[src/rtl/board_clk_pkg.sv]
// Shared board constants and LED mode definitions for board_clk_gen.
//   led_mode_e    : per-channel LED mode encoding (2 bits per channel)
//   DIV_DEFAULT_C : reset half-period of the core clock in board clk cycles
//   BLINK_HALF_C  : heartbeat half-period in board clk cycles
//   led_decode()  : maps a mode plus heartbeat phase flags to an LED level
package board_clk_pkg;

    typedef enum logic [1:0] {
        LED_OFF   = 2'b00,
        LED_ON    = 2'b01,
        LED_BLINK = 2'b10,
        LED_PULSE = 2'b11
    } led_mode_e;

    // 50 MHz board oscillator -> 5 MHz core clock
    localparam int DIV_DEFAULT_C = 5;
    // 0.5 s half-period at 50 MHz
    localparam int BLINK_HALF_C  = 25_000_000;

    function automatic logic led_decode(input led_mode_e mode,
                                        input logic      phase,
                                        input logic      pulse);
        logic led;
        led = 1'b0;
        case (mode)
            LED_OFF:   led = 1'b0;
            LED_ON:    led = 1'b1;
            LED_BLINK: led = phase;
            LED_PULSE: led = pulse;
            default:   led = 1'b0;
        endcase
        return led;
    endfunction

endpackage

[src/rtl/clk_div_core.sv]
// Programmable 50%-duty clock divider with a reset synchroniser for the
// divided clock domain.
//   clk, rst_n   : board clock, asynchronous active-low reset
//   div_i        : requested half-period (0 behaves as 1, i.e. clk/2)
//   div_valid_i  : divisor update request
//   div_ready_o  : divisor update can be accepted
//   div_clk_o    : divided clock, straight from a flop
//   div_rst_no   : core reset, asserted with rst_n, released on the 2nd
//                  rising edge of div_clk_o
// Build option: CLKDIV_RUNTIME_EN enables runtime divisor updates; without
// it the half-period is fixed at DIV_DEFAULT and div_ready_o is tied low.
//
// Handshake: an update transfers on a clk edge where div_valid_i and
// div_ready_o are both high; div_i is captured at that edge and ready stays
// low until the captured value has been applied. The requester must hold
// div_valid_i and div_i stable until the transfer edge.
module clk_div_core
    import board_clk_pkg::*;
#(
    parameter int DIV_W       = 8,
    parameter int DIV_DEFAULT = DIV_DEFAULT_C
) (
    input  logic             clk,
    input  logic             rst_n,
    input  logic [DIV_W-1:0] div_i,
    input  logic             div_valid_i,
    output logic             div_ready_o,
    output logic             div_clk_o,
    output logic             div_rst_no
);

    localparam logic [DIV_W-1:0] DIV_DEFAULT_V = DIV_W'(DIV_DEFAULT);

    logic [DIV_W-1:0] half_q;
    logic [DIV_W-1:0] dcnt_q;
    logic [DIV_W-1:0] last_cnt;
    logic             div_clk_q;
    logic [1:0]       sync_q;
    logic             wrap;
    logic             rise;
    logic             fall;

    // half_q == 0 wraps every cycle, giving the same result as half_q == 1
    assign last_cnt = (half_q == '0) ? '0 : half_q - DIV_W'(1);
    assign wrap     = (dcnt_q == last_cnt);
    assign rise     = wrap & ~div_clk_q;
    assign fall     = wrap &  div_clk_q;

`ifdef CLKDIV_RUNTIME_EN
    logic [DIV_W-1:0] pend_q;
    logic             ready_q;

    // A new value is only applied on a falling toggle: the high phase in
    // flight finishes with the old half-period and the low phase that starts
    // uses the new one, so no phase is shorter than min(old, new). dcnt
    // already restarts at 0 on that edge because it is a wrap.
    always_ff @(posedge clk or negedge rst_n) begin
        if (!rst_n) begin
            half_q  <= DIV_DEFAULT_V;
            pend_q  <= DIV_DEFAULT_V;
            ready_q <= 1'b1;
        end else if (!ready_q && fall) begin
            half_q  <= pend_q;
            ready_q <= 1'b1;
        end else if (div_valid_i && ready_q) begin
            pend_q  <= div_i;
            ready_q <= 1'b0;
        end
    end

    assign div_ready_o = ready_q;
`else
    logic unused_in;

    assign half_q      = DIV_DEFAULT_V;
    assign div_ready_o = 1'b0;
    assign unused_in   = ^{div_i, div_valid_i};
`endif

    always_ff @(posedge clk or negedge rst_n) begin
        if (!rst_n) begin
            dcnt_q    <= '0;
            div_clk_q <= 1'b0;
            sync_q    <= 2'b00;
        end else begin
            if (wrap) begin
                dcnt_q    <= '0;
                div_clk_q <= ~div_clk_q;
            end else begin
                dcnt_q    <= dcnt_q + DIV_W'(1);
            end
            // Shift only on rising toggles so the release lines up with a
            // rising edge of the divided clock.
            if (rise) begin
                sync_q <= {sync_q[0], 1'b1};
            end
        end
    end

    assign div_clk_o  = div_clk_q;
    assign div_rst_no = sync_q[1];

endmodule

[src/rtl/board_clk_gen.sv]
// Board-level clock and heartbeat generator for FPGA PULPino targets.
//   clk, rst_n   : board oscillator, asynchronous active-low reset
//   div_i        : new core-clock half-period
//   div_valid_i  : divisor update request
//   div_ready_o  : divisor update accepted when valid & ready
//   div_clk_o    : divided core clock (flop output)
//   div_rst_no   : core reset, async assert, released in div_clk_o domain
//   led_mode_i   : per-channel LED mode, channel n at [2n+1:2n]
//   led_o        : registered LED drive
//   tick_o       : one-cycle pulse after each heartbeat period wrap
// Build option: CLKDIV_RUNTIME_EN enables runtime divisor updates.
module board_clk_gen
    import board_clk_pkg::*;
#(
    parameter int DIV_W       = 8,
    parameter int DIV_DEFAULT = DIV_DEFAULT_C,
    parameter int NUM_LED     = 4,
    parameter int CNT_W       = 26,
    parameter int BLINK_HALF  = BLINK_HALF_C
) (
    input  logic                 clk,
    input  logic                 rst_n,
    input  logic [DIV_W-1:0]     div_i,
    input  logic                 div_valid_i,
    output logic                 div_ready_o,
    output logic                 div_clk_o,
    output logic                 div_rst_no,
    input  logic [2*NUM_LED-1:0] led_mode_i,
    output logic [NUM_LED-1:0]   led_o,
    output logic                 tick_o
);

    localparam longint HB_LAST = 2 * longint'(BLINK_HALF) - 1;

    if (HB_LAST >= (longint'(1) << CNT_W)) begin : g_width_check
        $fatal(1, "board_clk_gen: CNT_W too narrow for 2*BLINK_HALF-1");
    end

    localparam logic [CNT_W-1:0] HB_LAST_V   = CNT_W'(HB_LAST);
    localparam logic [CNT_W-1:0] BLINK_END_V = CNT_W'(BLINK_HALF);
    localparam logic [CNT_W-1:0] PULSE_END_V = CNT_W'(BLINK_HALF / 4);

    logic [CNT_W-1:0]   hb_q;
    logic               tick_q;
    logic               phase;
    logic               pulse;
    logic [NUM_LED-1:0] led_next;
    logic [NUM_LED-1:0] led_q;

    clk_div_core #(
        .DIV_W       (DIV_W),
        .DIV_DEFAULT (DIV_DEFAULT)
    ) u_div (
        .clk         (clk),
        .rst_n       (rst_n),
        .div_i       (div_i),
        .div_valid_i (div_valid_i),
        .div_ready_o (div_ready_o),
        .div_clk_o   (div_clk_o),
        .div_rst_no  (div_rst_no)
    );

    assign phase = (hb_q < BLINK_END_V);
    assign pulse = (hb_q < PULSE_END_V);

    for (genvar n = 0; n < NUM_LED; n++) begin : g_led
        assign led_next[n] = led_decode(led_mode_e'(led_mode_i[2*n +: 2]), phase, pulse);
    end

    always_ff @(posedge clk or negedge rst_n) begin
        if (!rst_n) begin
            hb_q   <= '0;
            tick_q <= 1'b0;
            led_q  <= '0;
        end else begin
            tick_q <= (hb_q == HB_LAST_V);
            hb_q   <= (hb_q == HB_LAST_V) ? '0 : hb_q + CNT_W'(1);
            led_q  <= led_next;
        end
    end

    assign led_o  = led_q;
    assign tick_o = tick_q;

endmodule
[config.mk]
export PLATFORM = sky130hd
export DESIGN_NAME = board_clk_gen
export DESIGN_NICKNAME = d
export VERILOG_FILES = /design/src/rtl/board_clk_pkg.sv /design/src/rtl/clk_div_core.sv /design/src/rtl/board_clk_gen.sv
export SDC_FILE = /design/constraint.sdc
export NUM_CORES = 1
export LEC_CHECK = 0
export CAP_MARGIN = 25
export CORE_UTILIZATION = 49
export DETAILED_ROUTE_END_ITERATION = 8
export HOLD_SLACK_MARGIN = 0.1
export PLACE_DENSITY = 0.86
export SYNTH_ARGS = -nofsm -noshare
export SYNTH_HDL_FRONTEND = slang
export SYNTH_SLANG_ARGS = --single-unit
[constraint.sdc]
create_clock -name clk -period 1.6 [get_ports clk]
set_input_delay 0.24 -clock clk [delete_from_list [all_inputs] [get_ports clk]]
set_output_delay 0.24 -clock clk [all_outputs]
set_load 0.01 [all_outputs]
==> run summary <==
outcome = finished with violations
failing checks = negative setup slack
area share of fa/ha/maj cells after synthesis = 1.87%
Max VDD drop = 0.000574 V
DR pass1 iterations = 4
# fillers = 291
Final Cell Area = 2570 um2
WL/cell = 15.5 um
Final GP Congestion = 0.822
signal arrival time at the worst endpoint = 1.92 ns
multi-input combinational cell area = 983 um2
routed vias = 1600
fmax = 0.574 GHz
CTS Buf Count = 5
Cell Pwr Density = 720 nW/um2
clock root cell = clkbuf_8
clock network latency to the later pin of the worst-skew pair = 0.30 ns
total gr overflow = 0
critical path class = flip-flop to flip-flop
max_slew headroom = 66.3%
critical path's slowest cell = or4bb_1
setup ws final = -0.141 ns
Die Span X = 66.0 um
Hold/Removal Path Class = flip-flop to flip-flop
register bit total from synthesis = 42
mux contribution to synthesized area = 0.561%
core area = 3800 um2
Routed Antenna Nets = 0
Total GRT Usage = 22.9%
Area Growth Syn to Fin = 28.0%
Setup crit start kind = flip-flop
sequential share of the synthesized area = 52.3%
Port Buf Inserts = 16
actual slew at the worst max-slew pin = 0.505 ns
number of H-tree levels = 2
placed inst area = 2330 um2
Hold Vio Cnt, Final = 0
CP peak stage delay = 0.55 ns
Die ar. = 4360 um2
drt drc = 0
post-DR vias/cell = 5.61
Synth Area in Compound Gates = 5.11%
Cells after Synth = 191
Register Area = 1050 um2
Setup TNS = -2.35 ns
Initial Utilization = 52.9%
Max Cap Violations = 0
Synth Warn # = 0
Setup-failing EPs final = 21
Detail Placement HPWL = 2.97 mm
die height = 66.0 um
Unique masters post-synth = 36
largest net degree at the start of global routing = 43
clock slew at reported path FFs = 0.08 ns
crit path cell chain = or4bb_1, nor4_2, and3_4, buf_6, nor2_2
Nets = 258
crit path buf inv count = 1
syn_area_per_cell = 10.5 um2
Crit. End Element = flip-flop
most frequent cells in the layout = dfrtp_1 (41), buf_4 (25), nand3_1 (16)
post-layout min period = 1.74 ns
final non-filler cell total = 285
final WL = 4.41 mm
Top delay family on crit path = simple AND/OR/NAND/NOR gates
Worst Hold Slack = 0.491 ns
first-pass GRT wire length = 7.27 mm
static leakage = 1.14 nW
commonest non-fill, non-tap cell in the layout = dfrtp_1
post-placement cell count = 270
Sink Count = 42
clock tree buffer depth = 2
layout cells sized above 1 = 23.6%
largest family of logic cells by synthesized area = simple AND/OR/NAND/NOR gates
synthesized cell area = 2010 um2
vias in the first global route = 1576
DRT iter0 DRCs = 138
Antenna diodes = 0
Synth Area in XOR/XNOR = 12.2%
CTS tree = yes
FP Rows = 22
final period utilization = 109%
RSZ-0062 raised after global routing = yes
clock skew = 0.00509 ns
initial antenna violation count = 0
Worst Path Required = 1.78 ns
Final Max Slew Viols = 0
Syn Nets = 213
I/O pins = 27
critical-path maximum fanout = 7
simple-gate share of the synthesized area = 24.9%
-- where the power goes --
part | leakage (nW) | internal [W] | switching (W) | total [W]
registers | 0.538 | 0.00107 | 0.00000131 | 0.00107
logic | 0.553 | 0.0000375 | 0.0000345 | 0.0000721
clock network | 0.0472 | 0.000347 | 0.000366 | 0.000713
-- stage by stage --
stage / power (W) / setup slack [ns] / util (%)
finish: 0.00185 / -0.141 / 67.7
global route: 0.00193 / -0.219 / 67.7
CTS: 0.00187 / -0.134 / 65.7
detailed placement: 0.00116 / -0.275 / 61.4
global placement: 0.00116 / -0.225 / 61.4
floorplan: 0.00110 / -0.0885 / -
-- final timing paths --
kind                                 startpoint              end  slack (ns)  cells past startpoint
worst max-delay path                   hb_q[24]          hb_q[7]       -0.14                      5
worst min-delay path            u_div.dcnt_q[7]  u_div.dcnt_q[7]        0.49                      1
worst max register to register         hb_q[24]          hb_q[7]       -0.14                      5
worst min register to register  u_div.dcnt_q[7]  u_div.dcnt_q[7]        0.49                      1
max in group asynchronous                 rst_n          hb_q[0]        0.71                      3
min in group asynchronous                 rst_n  u_div.dcnt_q[7]        0.52                      3
-- state kept, by name, summed over array words and instances (netlist names) --
name,count
tick_o,1
u_div.div_clk_o,1
led_o,4
u_div.dcnt_q,8
u_div.sync_q,2
hb_q,26
-- routing by layer --
layer	vias up	part of all wire [%]	global-route usage, %
met5	-	0	0
li1	756	-	-
met2	38	53	39.7
met4	0	1.8	8.51
met3	8	3.8	6.38
met1	798	41	26.7
-- final cells by class --
class                      instances  area share [%]
sequential                        42            40.9
multi-input combinational        140            38.3
timing repair buffer              43            14.2
clock buffer                       6            3.21
tap                               48            2.34
inverter                           4           0.584
clock inverter                     2           0.487
-- timing repair --
item,CTS,global route
endpoints found under the setup margin,21,25
buffers inserted,2,5
hold endpoints to repair,42,0
resized for setup,10,12
pin swaps,12,5
hold buffers,1,0
-- synth_stat cells (all sizes together) --
master	number	share of area [%]
or4bb	1	0.56
o2111ai	1	0.44
nor4b	1	0.75
a21o	1	0.37
nor4	4	1.6
o31a	1	0.44
o22a	4	1.7
nand4	10	3.1
clkbuf	2	0.37
a211o	1	0.44
or4	1	0.37
nand2b	1	0.31
o21ai	3	0.75
ha	3	1.9
nor3	2	0.50
a21oi	2	0.50
nor2	21	3.9
nand2	13	2.4
xnor2	14	6.1
inv	4	0.75
and4	1	0.44
nor2b	1	0.31
xor2	14	6.1
and2	3	0.93
conb	1	0.19
nand3b	3	1.1
mux2	1	0.56
dfrtp	42	52
or2	1	0.31
nand3	17	4.2
and3	13	4.0
buf	3	1.7
a41oi	1	0.44
-- kinds of logic after synthesis --
group,Yosys count
multiplexers,1
AO/OA/AOI/OAI,14
flip-flops,42
AND/OR/NAND/NOR,93
other,1
XOR/XNOR,28
buffers and inverters,9
adder cells (fa/ha/maj),3
(Power assumes the default switching activity.)
